`config.mk`:
```
export PLATFORM = sky130hd
export DESIGN_NAME = rob_commit_ctrl
export DESIGN_NICKNAME = d
export VERILOG_FILES = /design/src/rtl/rob_commit_pkg.sv /design/src/rtl/commit_stall_wdt.sv /design/src/rtl/rob_commit_ctrl.sv
export SDC_FILE = /design/constraint.sdc
export NUM_CORES = 1
export LEC_CHECK = 0
export ABC_CLOCK_PERIOD_IN_PS = 3450
export CAP_MARGIN = 10
export CORE_UTILIZATION = 35
export DETAILED_ROUTE_END_ITERATION = 10
export GPL_TIMING_DRIVEN = 0
export HOLD_SLACK_MARGIN = 0.05
export SLEW_MARGIN = 5
export SYNTH_ARGS = -nofsm -noshare
export SYNTH_HDL_FRONTEND = slang
export SYNTH_SLANG_ARGS = --single-unit
export TNS_END_PERCENT = 1
```
`constraint.sdc`:
```
create_clock -name clk_i -period 3.45 [get_ports clk_i]
set_input_delay 0.8625 -clock clk_i [delete_from_list [all_inputs] [get_ports clk_i]]
set_output_delay 0.8625 -clock clk_i [all_outputs]
set_load 0.02 [all_outputs]
```
`src/rtl/rob_commit_pkg.sv`:
```
// ----------------------------------------------------------------------------
// rob_commit_pkg
// Shared types for the ROB commit controller.
//   state_e     : commit FSM states (RUN, TRAP, FLUSH, DRAIN)
//   head_cls_e  : classification of the ROB head entry as seen this cycle
//   EXC_BIT     : position of the exception flag inside the ROB data word
//   CAUSE_LSB   : lowest bit of the exception cause inside the ROB data word
//   classify()  : maps the raw head signals onto a head_cls_e value
// ----------------------------------------------------------------------------
package rob_commit_pkg;

    typedef enum logic [1:0] {
        RUN   = 2'd0,
        TRAP  = 2'd1,
        FLUSH = 2'd2,
        DRAIN = 2'd3
    } state_e;

    typedef enum logic [2:0] {
        H_NONE = 3'd0,
        H_WAIT = 3'd1,
        H_CAN  = 3'd2,
        H_EXC  = 3'd3,
        H_OK   = 3'd4
    } head_cls_e;

    localparam int EXC_BIT   = 0;
    localparam int CAUSE_LSB = 1;

    // Cancel dominates: a cancelled entry is discarded whether or not it
    // completed and whatever its exception flag says.
    function automatic head_cls_e classify(input logic empty,
                                           input logic cancel,
                                           input logic complete,
                                           input logic exc);
        head_cls_e cls;
        if (empty)
            cls = H_NONE;
        else if (cancel)
            cls = H_CAN;
        else if (!complete)
            cls = H_WAIT;
        else if (exc)
            cls = H_EXC;
        else
            cls = H_OK;
        return cls;
    endfunction

endpackage

```
`src/rtl/commit_stall_wdt.sv`:
```
// ----------------------------------------------------------------------------
// commit_stall_wdt
// Head-stall watchdog: a counter that saturates at TIMEOUT and a one-cycle
// pulse produced in the cycle in which the count steps TIMEOUT-1 -> TIMEOUT.
// Ports:
//   clk_i    : clock
//   arst_ni  : asynchronous active-low reset
//   inc      : head is stalled this cycle, advance the count
//   clr      : head popped / ROB empty / not running, clear the count
//   fire     : one-cycle timeout pulse
// ----------------------------------------------------------------------------
module commit_stall_wdt #(
    parameter int TIMEOUT = 1024
) (
    input  logic clk_i,
    input  logic arst_ni,
    input  logic inc,
    input  logic clr,
    output logic fire
);

    localparam int CW = $clog2(TIMEOUT + 1);
    localparam logic [CW-1:0] LIMIT = CW'(TIMEOUT);

    logic [CW-1:0] cnt;

    always_ff @(posedge clk_i or negedge arst_ni) begin
        if (!arst_ni) begin
            cnt <= '0;
        end else if (clr) begin
            cnt <= '0;
        end else if (inc && (cnt != LIMIT)) begin
            cnt <= cnt + 1'b1;
        end
    end

    // Fires in the cycle whose clock edge completes the step to LIMIT, so
    // once saturated no further pulses are produced.
    assign fire = inc && !clr && (cnt == (LIMIT - 1'b1));

endmodule

```
`src/rtl/rob_commit_ctrl.sv`:
```
// ----------------------------------------------------------------------------
// rob_commit_ctrl
// In-order retirement stage on the head side of the ROB. Completed heads are
// offered to the commit interface, cancelled heads are popped silently, and
// an excepting head turns into a trap report, a one-cycle ROB flush and a
// drain of whatever is left in the ROB.
// Ports:
//   clk_i, arst_ni         : clock, asynchronous active-low reset
//   rob_empty_i            : ROB holds no entries
//   rob_rentrynum_i        : head entry number
//   rob_rtag_i             : head tag
//   rob_rcomplete_i        : head finished executing
//   rob_rcancel_i          : head was cancelled
//   rob_rdata_i            : head data, bit 0 exception flag, rest cause
//   rob_rden_o             : pop the ROB head
//   rob_flush_o            : flush the ROB
//   commit_valid_o/ready_i : retire handshake
//   commit_tag_o/entry_o   : identity of the retiring instruction
//   trap_valid_o           : one-cycle trap report
//   trap_tag_o/cause_o     : tag and cause of the excepting instruction
//   retired_cnt_o          : number of retired instructions (wraps)
//   stall_timeout_o        : one-cycle head-stall watchdog pulse
//
// Handshake: commit_valid_o may only rise in RUN with a completed,
// non-excepting, non-cancelled head. Once up it stays up with the same tag
// and entry until commit_ready_i is seen high in the same cycle; that cycle
// is the transfer, the head is popped and the retired count advances.
// ----------------------------------------------------------------------------
module rob_commit_ctrl
    import rob_commit_pkg::*;
#(
    parameter int DWIDTH  = 4,
    parameter int IDWIDTH = 8,
    parameter int CNTW    = 32,
    parameter int TIMEOUT = 1024
) (
    input  logic               clk_i,
    input  logic               arst_ni,
    input  logic               rob_empty_i,
    input  logic [IDWIDTH-1:0] rob_rentrynum_i,
    input  logic [IDWIDTH-1:0] rob_rtag_i,
    input  logic               rob_rcomplete_i,
    input  logic               rob_rcancel_i,
    input  logic [DWIDTH-1:0]  rob_rdata_i,
    output logic               rob_rden_o,
    output logic               rob_flush_o,
    output logic               commit_valid_o,
    input  logic               commit_ready_i,
    output logic [IDWIDTH-1:0] commit_tag_o,
    output logic [IDWIDTH-1:0] commit_entry_o,
    output logic               trap_valid_o,
    output logic [IDWIDTH-1:0] trap_tag_o,
    output logic [DWIDTH-2:0]  trap_cause_o,
    output logic [CNTW-1:0]    retired_cnt_o,
    output logic               stall_timeout_o
);

    state_e             state;
    head_cls_e          head_cls;
    logic [IDWIDTH-1:0] trap_tag_q;
    logic [DWIDTH-2:0]  trap_cause_q;
    logic [CNTW-1:0]    retired_q;
    logic               wdt_inc;
    logic               wdt_clr;

    assign head_cls = classify(rob_empty_i, rob_rcancel_i, rob_rcomplete_i,
                               rob_rdata_i[EXC_BIT]);

    // Outputs are decoded from the state and the live head so that a ready
    // head retires in the same cycle it appears.
    always_comb begin
        rob_rden_o     = 1'b0;
        rob_flush_o    = 1'b0;
        commit_valid_o = 1'b0;
        trap_valid_o   = 1'b0;
        case (state)
            RUN: begin
                commit_valid_o = (head_cls == H_OK);
                rob_rden_o     = ((head_cls == H_OK) && commit_ready_i) ||
                                 (head_cls == H_CAN);
            end
            TRAP: begin
                trap_valid_o = 1'b1;
                // The excepting entry is still at the head; gating with empty
                // only guarantees we never pop an empty ROB.
                rob_rden_o   = !rob_empty_i;
            end
            FLUSH: begin
                rob_flush_o = 1'b1;
            end
            DRAIN: begin
                // Everything left is younger than the trap; pop regardless of
                // its cancel or complete bits.
                rob_rden_o = !rob_empty_i;
            end
            default: begin
                rob_rden_o = 1'b0;
            end
        endcase
    end

    // Tag and entry are only shown alongside a valid offer so that the bus is
    // quiet while nothing is retiring.
    assign commit_tag_o   = commit_valid_o ? rob_rtag_i      : '0;
    assign commit_entry_o = commit_valid_o ? rob_rentrynum_i : '0;

    always_ff @(posedge clk_i or negedge arst_ni) begin
        if (!arst_ni) begin
            state        <= RUN;
            trap_tag_q   <= '0;
            trap_cause_q <= '0;
            retired_q    <= '0;
        end else begin
            if (commit_valid_o && commit_ready_i) begin
                retired_q <= retired_q + 1'b1;
            end
            case (state)
                RUN: begin
                    if (head_cls == H_EXC) begin
                        trap_tag_q   <= rob_rtag_i;
                        trap_cause_q <= rob_rdata_i[DWIDTH-1:CAUSE_LSB];
                        state        <= TRAP;
                    end
                end
                TRAP: begin
                    state <= FLUSH;
                end
                FLUSH: begin
                    state <= DRAIN;
                end
                DRAIN: begin
                    if (rob_empty_i) begin
                        state <= RUN;
                    end
                end
                default: begin
                    state <= RUN;
                end
            endcase
        end
    end

    assign trap_tag_o    = trap_tag_q;
    assign trap_cause_o  = trap_cause_q;
    assign retired_cnt_o = retired_q;

    // Only a stalled head in RUN advances the watchdog; any pop, an empty
    // ROB or leaving RUN restarts it.
    assign wdt_inc = (state == RUN) && (head_cls == H_WAIT);
    assign wdt_clr = rob_rden_o || rob_empty_i || (state != RUN);

    commit_stall_wdt #(
        .TIMEOUT (TIMEOUT)
    ) u_wdt (
        .clk_i   (clk_i),
        .arst_ni (arst_ni),
        .inc     (wdt_inc),
        .clr     (wdt_clr),
        .fire    (stall_timeout_o)
    );

endmodule

```
==> results.txt, run 1 <==
----------------------------------------------------
[Clock tree]
  Clk buf depth ... 2
  Total CTS buffers ... 5
  Clk Tree Root Cell ... clkbuf_8
  Hold-fix buffers, CTS ... 0
  CTS tree ... yes
  Sink count of the clock tree ... 56
  Insertion delay of the later-clocked pin in the worst-skew pair ... 310 ps
  Clk slew on worst S/H paths ... 100 ps
  Htree depth ... 2

[Min path]
  Classification of the worst-slack hold path ... reg2reg

[Synth]
  Syn nets ... 298
  Post-synthesis instance total ... 265
  Flip-flop and latch count after synthesis ... 56
  Syn Std Cell Area ... 0.00288 mm^2
  Netlist cell types ... 36
  Sequential-to-total area share from yosys stat ... 48.7%
  Average instance area after synthesis ... 10.9 um^2
  Number of warnings reported in the yosys synthesis log ... 0

[Route]
  Total Routed Length ... 6.31 mm
  Post-DRT Antenna Nets ... 0
  DRC errors left ... 0
  DR pass1 iterations ... 4
  Final routed wire length divided by cell count ... 13.6 um
  Vias after detailed routing ... 2283
  Vias per inst ... 4.91
  First-iteration detailed-routing DRC count ... 92

[Placement]
  Placed Instances ... 457
  Routability Congestion ... 0.733
  Port Buf Inserts ... 89
  Detail Placement HPWL ... 4.67 mm

[Die]
  DIE HEIGHT ... 92.6 um
  Initial Utilization ... 36.6%
  Area inside the core boundary ... 0.00785 mm^2
  DIE WIDTH ... 92.6 um
  Io pins ... 90
  Die Footprint ... 0.00858 mm^2
  Row cnt ... 32

[Final layout]
  Total area of sequential cells ... 0.00140 mm^2
  Finished Core Util ... 51.1%
  Number of non-filler instances in the completed layout ... 465
  Area used by multi-input combinational logic ... 0.00142 mm^2
  Filler instances ... 751
  Count of antenna diodes in the layout ... 0
  Area Growth Syn to Fin ... 39.4%
  Layout Nets ... 396
  Layout cell share with drive strength beyond 1 ... 12.7%

[Setup path]
  Critical path type ... in2out
  CP Data Required Time ... 2590 ps
  Category of the worst setup path capture point ... primary output
  Top fanout value on the critical path ... 8
  Element type at the critical path start ... primary input
  Data arrival time of the critical path ... 2570 ps

[STA]
  Number of max-slew violations in the final report ... 0
  Count of endpoints failing hold in the final timing report ... 0
  Setup clock skew after layout ... 12.1 ps
  Highest Clock Rate ... 0.291 GHz
  Finish-stage setup viols ... 0
  Part of the cycle the worst path needs ... 99.6%
  Transition at the pin with the smallest max-transition slack ... 846 ps
  RSZ-0062 raised after global routing ... true
  Max transition margin ... 43.1%
  Clock period minus worst slack ... 3430 ps

[Global routing]
  Maximum number of pins on one net before global-route repair ... 31
  Global-route wire length before repair ... 10.4 mm
  Overflow left after global routing ... 0
  Total global routing track utilization ... 15.2%
  Via count of the first global-routing pass ... 2213
  Number of antenna violations at the first check in global routing ... 0

[Power]
  Leak pwr ... 1.78 nW
  Power density over the cells ... 440 mW/mm^2
  VDD IR max ... 274 uV

[Job]
  Maximum Capacitance Violations ... 0

[Outcome]
  Outcome ... completed

----------------------------------------------------
==> sequential cells by signal (all words and copies together) (netlist names) <==
register	count
state	2
trap_cause_o	3
u_wdt.cnt	11
trap_tag_o	8
retired_cnt_o	32
==> what timing repair did <==
item	4_1_cts	5_1_grt
pin swaps	1	1
resized for setup	23	10
gates cloned	0	0
endpoints found under the setup margin	19	15
buffers inserted	1	0
==> layout by cell type (no fill, tap or decap), drive strengths merged, types with 2 or more instances in the layout <==
cell type	count
a211oi	2
a21oi	8
and2	19
and3	2
buf	8
clkbuf	8
clkdlybuf4s50	68
dfrtp	56
dlygate4sd2	14
dlymetal6s2s	4
ha	7
inv	12
mux2	13
nand2	15
nand3	14
nand4	14
nor2	14
nor2b	3
nor3	9
nor4	5
o21ai	6
o31ai	3
or3	5
or4	8
xnor2	17
xor2	17
==> path summary, 6_finish.rpt <==
kind,startpoint,to,slack [ps],cells past startpoint
setup / recovery,rob_rcancel_i,commit_tag_o[4],20,5
hold / removal,retired_cnt_o[31],retired_cnt_o[31],480,1
setup reg to reg,state[0],retired_cnt_o[20],1000,7
hold reg to reg,retired_cnt_o[31],retired_cnt_o[31],480,1
max in group asynchronous,arst_ni,retired_cnt_o[27],2300,2
min in group asynchronous,arst_ni,u_wdt.cnt[1],560,1
==> per-layer routing <==
layer / wire length [um] / track usage [%] / vias up
li1: - / - / 1130
met1: 2960 / 20.4 / 1094
met2: 2960 / 25.0 / 57
met3: 365 / 4.35 / 2
met4: 16 / 2.31 / 0
met5: 0 / 0 / -
==> synthesized netlist by cell type (all sizes together) <==
cell	n	area, um^2
dfrtp	56	1400
and2	19	119
xnor2	17	149
xor2	17	149
nand2	15	56.3
nand3	14	70.1
nand4	14	87.6
nor2	14	52.6
mux2	13	146
inv	12	45.0
nor3	9	80.1
a21oi	8	40.0
or4	8	60.1
ha	7	87.6
o21ai	6	30.0
nor4	5	52.6
or3	5	31.3
buf	4	22.5
clkbuf	3	11.3
nor2b	3	18.8
o31ai	3	22.5
a211oi	2	15.0
and3	2	12.5
a21boi	1	7.51
and4	1	8.76
and4bb	1	12.5
mux2i	1	10.0
nand2b	1	6.26
nand4b	1	8.76
nand4bb	1	27.5
nor4b	1	23.8
o32a	1	10.0
==> power by group <==
part	internal, mW	total (mW)	switching [mW]
Clock	0.138	0.349	0.211
Combinational	0.313	0.613	0.300
Sequential	0.743	0.801	0.0584
Total	1.19	1.76	0.569
==> critical path, stage by stage <==
cell and delay (ps):
clkdlybuf4s50_1 520, nand4bb_4 260, nor2_4 180, and2_1 150
clkdlybuf4s50_1 590
==> cell families (layout without fill, tap and decap cells) <==
group / after synthesis / after routing / share of synthesized area [%]
flops: 56 / 56 / 48.7
simple gates: 114 / 114 / 25.3
compound gates: 21 / 21 / 4.35
mux: 14 / 14 / 5.44
fa+ha+maj: 7 / 7 / 3.05
xor+xnor: 34 / 34 / 10.4
buf+inv: 19 / 117 / 2.74
==> through the flow <==
step                      area (um^2)  setup WS [ps]  power [mW]  hold slack [ps]  TNS (ps)
final                            4010           15.0        1.76              482         0
after global placement           3890           -709        1.42              465    -27890
after CTS                        3990           -105        1.79              490      -105
after global routing             4010          -91.0        1.88              502      -537
after floorplan                  2880            460        1.14              528         0
after detailed placement         3910           -712        1.43              472    -10040
==> layout make-up <==
| cell class | instances | area share [%] |
|---|---|---|
| multi-input combinational | 190 | 35.3 |
| sequential | 56 | 35.0 |
| buffer | 7 | 0.874 |
| clock buffer | 5 | 1.72 |
| inverter | 12 | 1.12 |
| timing repair buffer | 91 | 22.5 |
| clock inverter | 2 | 0.312 |
| tap | 102 | 3.18 |
(Power assumes the default switching activity.)
==> run 2, diff against run 1 <==
==> constraint.sdc (replaced) <==
create_clock -name clk_i -period 3.45 [get_ports clk_i]
set_input_delay 0.5175 -clock clk_i [delete_from_list [all_inputs] [get_ports clk_i]]
set_output_delay 0.5175 -clock clk_i [all_outputs]
set_load 0.02 [all_outputs]
==> run 2 against run 1 <==
  * Hold slack lost 270 ps
  * Power down 0.21%
  * Maximum frequency rose by 7.6%
  * Final cell count shrank 0.22%
  * Critical endpoint is now commit_tag_o[6]
  * Die area unchanged
  * Largest power group unchanged
==> results.txt, run 2 (same netlist as run 1, synthesis figures left out) <==
----------------------------------------------------
[Outcome]
  Outcome ... completed (unchanged)

[Min path]
  Classification of the worst-slack hold path ... in2async (was reg2reg)

[Route]
  Vias per inst ... 4.92 (was 4.91)
  Vias after detailed routing ... 2282 (was 2283)
  First-iteration detailed-routing DRC count ... 86 (was 92)
  Post-DRT Antenna Nets ... 0 (unchanged)
  DRC errors left ... 0 (unchanged)
  Final routed wire length divided by cell count ... 13.5 um (was 13.6 um)
  DR pass1 iterations ... 4 (unchanged)
  Total Routed Length ... 6.28 mm (was 6.31 mm)

[Placement]
  Placed Instances ... 457 (unchanged)
  Detail Placement HPWL ... 4.67 mm (unchanged)
  Port Buf Inserts ... 89 (unchanged)
  Routability Congestion ... 0.733 (unchanged)
  Post-detailed-placement cell area ... 0.00391 mm^2 (unchanged)

[Clock tree]
  Postcts setup bufs ... 0 (was 1)
  Hold-fix buffers, CTS ... 0 (unchanged)
  Total CTS buffers ... 5 (unchanged)
  CTS tree ... yes (unchanged)
  Clk slew on worst S/H paths ... 100 ps (about the same)
  Sink count of the clock tree ... 56 (unchanged)
  Insertion delay of the later-clocked pin in the worst-skew pair ... 300 ps (was 310 ps)
  Htree depth ... 2 (unchanged)
  Clk Tree Root Cell ... clkbuf_8 (unchanged)
  Clk buf depth ... 2 (unchanged)

[STA]
  Transition at the pin with the smallest max-transition slack ... 843 ps (was 846 ps)
  Finish-stage setup viols ... 0 (unchanged)
  RSZ-0062 raised after global routing ... false (was true)
  Setup clock skew after layout ... 12.4 ps (was 12.1 ps)
  Part of the cycle the worst path needs ... 92.5% (was 99.6%)
  Clock period minus worst slack ... 3190 ps (was 3430 ps)
  Number of max-slew violations in the final report ... 0 (unchanged)
  Highest Clock Rate ... 0.313 GHz (was 0.291 GHz)
  Max transition margin ... 43.3% (was 43.1%)
  Count of endpoints failing hold in the final timing report ... 0 (unchanged)

[Final layout]
  Count of antenna diodes in the layout ... 0 (unchanged)
  Most frequent cells in the layout ... 87 x clkdlybuf4s50_1, 56 x dfrtp_1, 19 x and2_1 (was 68 x clkdlybuf4s50_1, 56 x dfrtp_1, 19 x and2_1)
  Area used by multi-input combinational logic ... 0.00140 mm^2 (was 0.00142 mm^2)
  Max reg flops ... 32 (unchanged)
  Layout cell share with drive strength beyond 1 ... 11.0% (was 12.7%)
  Finished Core Util ... 50.9% (was 51.1%)
  Final instance area ... 0.00400 mm^2 (was 0.00401 mm^2)
  Number of non-filler instances in the completed layout ... 464 (was 465)
  Most common cell after layout, fill and taps aside ... clkdlybuf4s50_1 (unchanged)
  Layout Nets ... 395 (was 396)
  Total area of sequential cells ... 0.00140 mm^2 (unchanged)
  Area Growth Syn to Fin ... 39.0% (was 39.4%)
  Filler instances ... 753 (was 751)

[Die]
  Row cnt ... 32 (unchanged)
  Area inside the core boundary ... 0.00785 mm^2 (unchanged)
  DIE WIDTH ... 92.6 um (unchanged)
  Initial Utilization ... 36.6% (unchanged)
  DIE HEIGHT ... 92.6 um (unchanged)
  Die Footprint ... 0.00858 mm^2 (unchanged)
  Io pins ... 90 (unchanged)

[Setup path]
  Reg2reg end ... retired_cnt_o[20] (unchanged)
  Data arrival time of the critical path ... 2670 ps (was 2570 ps)
  Top fanout value on the critical path ... 10 (was 8)
  Largest stage delay, worst path ... 610 ps (was 590 ps)
  Cells traversed along the worst timing path ... clkdlybuf4s50_1, nand4bb_4, nor2_2, clkbuf_2, and2_1, clkdlybuf4s50_1 (was clkdlybuf4s50_1, nand4bb_4, nor2_4, and2_1, clkdlybuf4s50_1)
  Category of the worst setup path capture point ... primary output (unchanged)
  Worst path bufs/invs ... 3 (was 2)
  Critical Path Slowest Stage Cell ... clkdlybuf4s50_1 (unchanged)
  Top cell family by delay on the critical path ... buffers and inverters (unchanged)
  Depth of the most critical reg-to-reg path ... 6 (was 7)
  Most numerous cell on the critical path ... clkdlybuf4s50_1 (unchanged)
  Element type at the critical path start ... primary input (unchanged)
  CP Data Required Time ... 2930 ps (was 2590 ps)
  Critical path type ... in2out (unchanged)
  Worst flop-to-flop path startpoint ... state[0] (unchanged)
  Setup slack, reg-to-reg ... 1110 ps (was 1000 ps)

[Global routing]
  Overflow left after global routing ... 0 (unchanged)
  Maximum number of pins on one net before global-route repair ... 31 (unchanged)
  Number of antenna violations at the first check in global routing ... 0 (unchanged)
  Via count of the first global-routing pass ... 2192 (was 2213)
  Total global routing track utilization ... 15.2% (about the same)
  Global-route wire length before repair ... 10.4 mm (about the same)

[Power]
  Design Power ... 1.76 mW (about the same)
  VDD IR max ... 291 uV (was 274 uV)
  Power density over the cells ... 440 mW/mm^2 (about the same)
  Leak pwr ... 1.65 nW (was 1.78 nW)

[Job]
  Maximum Capacitance Violations ... 0 (unchanged)

----------------------------------------------------
run 2: changes by cell type in the layout (fill, tap and decap cells not counted), sizes merged:
| cell | change |
|---|---|
| clkdlybuf4s15 | -1 |
| dlygate4sd2 | -14 |
| buf | -2 |
| clkdlybuf4s50 | +19 |
| dlymetal6s2s | -3 |
run 2: worst max-delay path by stage:
| stage | startpoint | end | cells past startpoint |
|---|---|---|---|
| final | rob_empty_i | commit_tag_o[6] | 6 |
| after global routing | state[1] | commit_tag_o[6] | 7 |
| after CTS | state[0] | commit_tag_o[6] | 7 |
| after detailed placement | rob_empty_i | commit_tag_o[6] | 6 |
| after global placement | rob_empty_i | commit_entry_o[1] | 6 |
| after floorplan | state[0] | stall_timeout_o | 6 |
run 2: routing by layer:
| layer | vias up | routed length, um | track usage (%) |
|---|---|---|---|
| met2 | 62 | 2930 | 24.8 |
| met3 | 2 | 373 | 4.35 |
| met4 | 0 | 16 | 2.31 |
| met5 | - | 0 | 0 |
| met1 | 1089 | 2960 | 20.5 |
| li1 | 1129 | - | - |
run 2: report_power, final:
part	internal (mW)	leakage (nW)	switching (mW)	total, mW
clock	0.138	0.0400	0.211	0.349
sequential	0.743	0.750	0.0589	0.802
combinational	0.314	0.863	0.294	0.609
total	1.20	1.65	0.564	1.76
run 2: cell type report:
type,count,area share (%)
Sequential cell,56,35.1
Timing Repair Buffer,90,22.7
Inverter,12,1.13
Clock buffer,5,1.72
Tap cell,102,3.19
Clock inverter,2,0.313
Multi-Input combinational cell,190,35.0
Buffer,7,0.877
run 2: worst reg2reg max path: stages, from the launching register on:
cell	delay, ps
dfrtp_1	430
inv_1	100
ha_1	350
nand4bb_4	210
nor4_1	780
nand4_1	210
xnor2_1	160
run 2: metrics by stage:
step	hold WS (ps)	worst slack, ps	setup TNS [ps]
2_1_floorplan	222	889	0
3_3_place_gp	465	-19.0	-95.2
3_5_place_dp	472	-22.1	-109
4_1_cts	226	107	0
5_1_grt	254	45.8	0
6_report	213	259	0
run 2: what timing repair did:
item | CTS | global route
hold endpoints to repair | 0 | 0
gates resized for setup | 1 | 3
setup endpoints to repair | 9 | 10
pin swaps | 0 | 0
==> run 3, diff against run 2 <==
--- a/config.mk
+++ b/config.mk
@@ -9,6 +9,7 @@
 export CAP_MARGIN = 10
 export CORE_UTILIZATION = 35
 export DETAILED_ROUTE_END_ITERATION = 10
+export DONT_BUFFER_PORTS = 1
 export GPL_TIMING_DRIVEN = 0
 export HOLD_SLACK_MARGIN = 0.05
 export SLEW_MARGIN = 5
==> run 3 against run 2 <==
  * Final cell count fell by 19%
  * Global-route usage fell by 1.1 points
  * Die area did not move
  * Worst setup slack improved by 42 ps
  * Design area fell by 22%
  * Via count fell by 14%
  * Sequential share of layout area rose by 10 points
  * Register-to-register slack improved by 70 ps
  * Hold slack got worse by 140 ps
  * Maximum frequency rose by 1.3%
  * Power fell by 13%
==> results.txt, run 3 (same netlist as run 1, synthesis figures left out) <==
----------------------------------------------------
[Route]
  Vias per inst ... 5.22 (was 4.92)
  DRT met1 WL ... 2.73 mm (was 2.96 mm)
  Post-DRT Antenna Nets ... 0 (unchanged)
  Vias after detailed routing ... 1956 (was 2282)
  Total Routed Length ... 5.76 mm (was 6.28 mm)
  DRC errors left ... 0 (unchanged)
  WL met3 ... 417 um (was 373 um)
  Top layer in use ... met4 (unchanged)
  DR pass1 iterations ... 4 (unchanged)
  Final routed wire length divided by cell count ... 15.4 um (was 13.5 um)
  First-iteration detailed-routing DRC count ... 51 (was 86)
  Sum of met2 wire segment lengths after detailed routing ... 2.55 mm (was 2.93 mm)

[Clock tree]
  Clk buf depth ... 2 (unchanged)
  Htree depth ... 2 (unchanged)
  Hold-fix buffers, CTS ... 1 (was 0)
  Total CTS buffers ... 5 (unchanged)
  Postcts setup bufs ... 0 (unchanged)
  Insertion delay of the later-clocked pin in the worst-skew pair ... 300 ps (about the same)
  CTS-repair resized insts ... 0 (was 1)
  Sink count of the clock tree ... 56 (unchanged)
  Clk Tree Root Cell ... clkbuf_8 (unchanged)
  Clk slew on worst S/H paths ... 90 ps (was 100 ps)
  CTS tree ... yes (unchanged)

[Final layout]
  Most frequent cells in the layout ... 56 x dfrtp_1, 19 x and2_1, 17 x xnor2_1, 17 x xor2_1, 15 x nand2_1 (was 87 x clkdlybuf4s50_1, 56 x dfrtp_1, 19 x and2_1)
  Most common cell after layout, fill and taps aside ... dfrtp_1 (was clkdlybuf4s50_1)
  Finished Core Util ... 39.6% (was 50.9%)
  Area Growth Syn to Fin ... 8.09% (was 39.0%)
  Layout cell share with drive strength beyond 1 ... 13.2% (was 11.0%)
  Number of non-filler instances in the completed layout ... 375 (was 464)
  Count of antenna diodes in the layout ... 0 (unchanged)
  Max reg flops ... 32 (unchanged)
  Filler instances ... 789 (was 753)
  Layout Nets ... 306 (was 395)

[STA]
  Transition at the pin with the smallest max-transition slack ... 884 ps (was 843 ps)
  Final worst-path setup slack ... 301 ps (was 259 ps)
  Clock period minus worst slack ... 3150 ps (was 3190 ps)
  Fin Setup TNS ... 0 ps (unchanged)
  Number of max-slew violations in the final report ... 0 (unchanged)
  Part of the cycle the worst path needs ... 91.3% (was 92.5%)
  Highest Clock Rate ... 0.318 GHz (was 0.313 GHz)
  Setup clock skew after layout ... 5.49 ps (was 12.4 ps)
  Count of endpoints failing hold in the final timing report ... 0 (unchanged)
  RSZ-0062 raised after global routing ... false (unchanged)
  Finish-stage setup viols ... 0 (unchanged)
  Max transition margin ... 40.5% (was 43.3%)

[Power]
  VDD IR max ... 312 uV (was 291 uV)
  Leak pwr ... 1.31 nW (was 1.65 nW)
  Power density over the cells ... 494 mW/mm^2 (was 440 mW/mm^2)

[Global routing]
  Overflow left after global routing ... 0 (unchanged)
  Via count of the first global-routing pass ... 1967 (was 2192)
  Number of antenna violations at the first check in global routing ... 0 (unchanged)
  Total global routing track utilization ... 14.1% (was 15.2%)
  Global-route wire length before repair ... 9.63 mm (was 10.4 mm)
  Maximum number of pins on one net before global-route repair ... 57 (was 31)

[Setup path]
  Depth of the most critical reg-to-reg path ... 6 (unchanged)
  Category of the worst setup path capture point ... primary output (unchanged)
  Setup slack, reg-to-reg ... 1180 ps (was 1110 ps)
  Reg2reg end ... retired_cnt_o[20] (unchanged)
  Worst path bufs/invs ... 1 (was 3)
  Top fanout value on the critical path ... 8 (was 10)
  Data arrival time of the critical path ... 2630 ps (was 2670 ps)
  Worst flop-to-flop path startpoint ... state[0] (unchanged)
  Cells traversed along the worst timing path ... inv_1, ha_1, a211oi_1, a21boi_0, o21ai_0, nor4_1 (was clkdlybuf4s50_1, nand4bb_4, nor2_2, clkbuf_2, and2_1, clkdlybuf4s50_1)
  Element type at the critical path start ... flop (was primary input)
  Largest stage delay, worst path ... 820 ps (was 610 ps)
  Critical path type ... reg2out (was in2out)
  Top cell family by delay on the critical path ... simple AND/OR/NAND/NOR gates (was buffers and inverters)
  CP Data Required Time ... 2930 ps (about the same)
  Critical Path Slowest Stage Cell ... nor4_1 (was clkdlybuf4s50_1)

[Die]
  Area inside the core boundary ... 0.00785 mm^2 (unchanged)
  Die Footprint ... 0.00858 mm^2 (unchanged)
  Io pins ... 90 (unchanged)
  DIE WIDTH ... 92.6 um (unchanged)
  DIE HEIGHT ... 92.6 um (unchanged)
  Initial Utilization ... 36.6% (unchanged)
  Row cnt ... 32 (unchanged)

[Placement]
  Detail Placement HPWL ... 4.16 mm (was 4.67 mm)
  Placement-stage worst setup slack ... 605 ps (was -22.1 ps)
  Port Buf Inserts ... 0 (was 89)
  Placed Instances ... 367 (was 457)
  Routability Congestion ... 0.765 (was 0.733)

[Outcome]
  Outcome ... completed (unchanged)

[Job]
  Maximum Capacitance Violations ... 0 (unchanged)

[Min path]
  Classification of the worst-slack hold path ... in2async (unchanged)

----------------------------------------------------
run 3: final cells by class:
type / instances / area [um^2] / share of cell area [%]
Sequential cell: 56 / 1400 / 45.1
Multi-Input combinational cell: 190 / 1400 / 44.9
Tap cell: 102 / 128 / 4.11
Clock buffer: 6 / 72.6 / 2.33
Inverter: 12 / 45.0 / 1.45
Buffer: 7 / 33.8 / 1.09
Timing Repair Buffer: 1 / 27.5 / 0.886
Clock inverter: 1 / 5.00 / 0.161
run 3: layer usage:
| layer | global-route usage [%] | vias to the layer above |
|---|---|---|
| met4 | 3.08 | 0 |
| li1 | - | 940 |
| met1 | 18.9 | 947 |
| met3 | 4.93 | 5 |
| met2 | 22.0 | 64 |
| met5 | 0 | - |
run 3: worst max path at each step:
stage,from,depth (start not counted),to
final,state[0],6,stall_timeout_o
after global routing,state[0],6,stall_timeout_o
after CTS,state[0],6,stall_timeout_o
after detailed placement,state[0],6,stall_timeout_o
after global placement,state[0],6,stall_timeout_o
after floorplan,state[0],6,stall_timeout_o
run 3: per-stage QoR:
stage / power [mW] / instance area (um^2) / hold slack, ps
floorplan: 1.14 / 2880 / 222
global placement: 1.19 / 3000 / 223
detailed placement: 1.20 / 3000 / 223
CTS: 1.57 / 3110 / 73.1
global route: 1.63 / 3110 / 73.7
finish: 1.53 / 3110 / 74.2
run 3: where the power goes:
group / switching, mW / internal [mW] / leakage [nW]
registers: 0.167 / 0.743 / 0.750
logic: 0.150 / 0.136 / 0.522
clock network: 0.201 / 0.139 / 0.0410
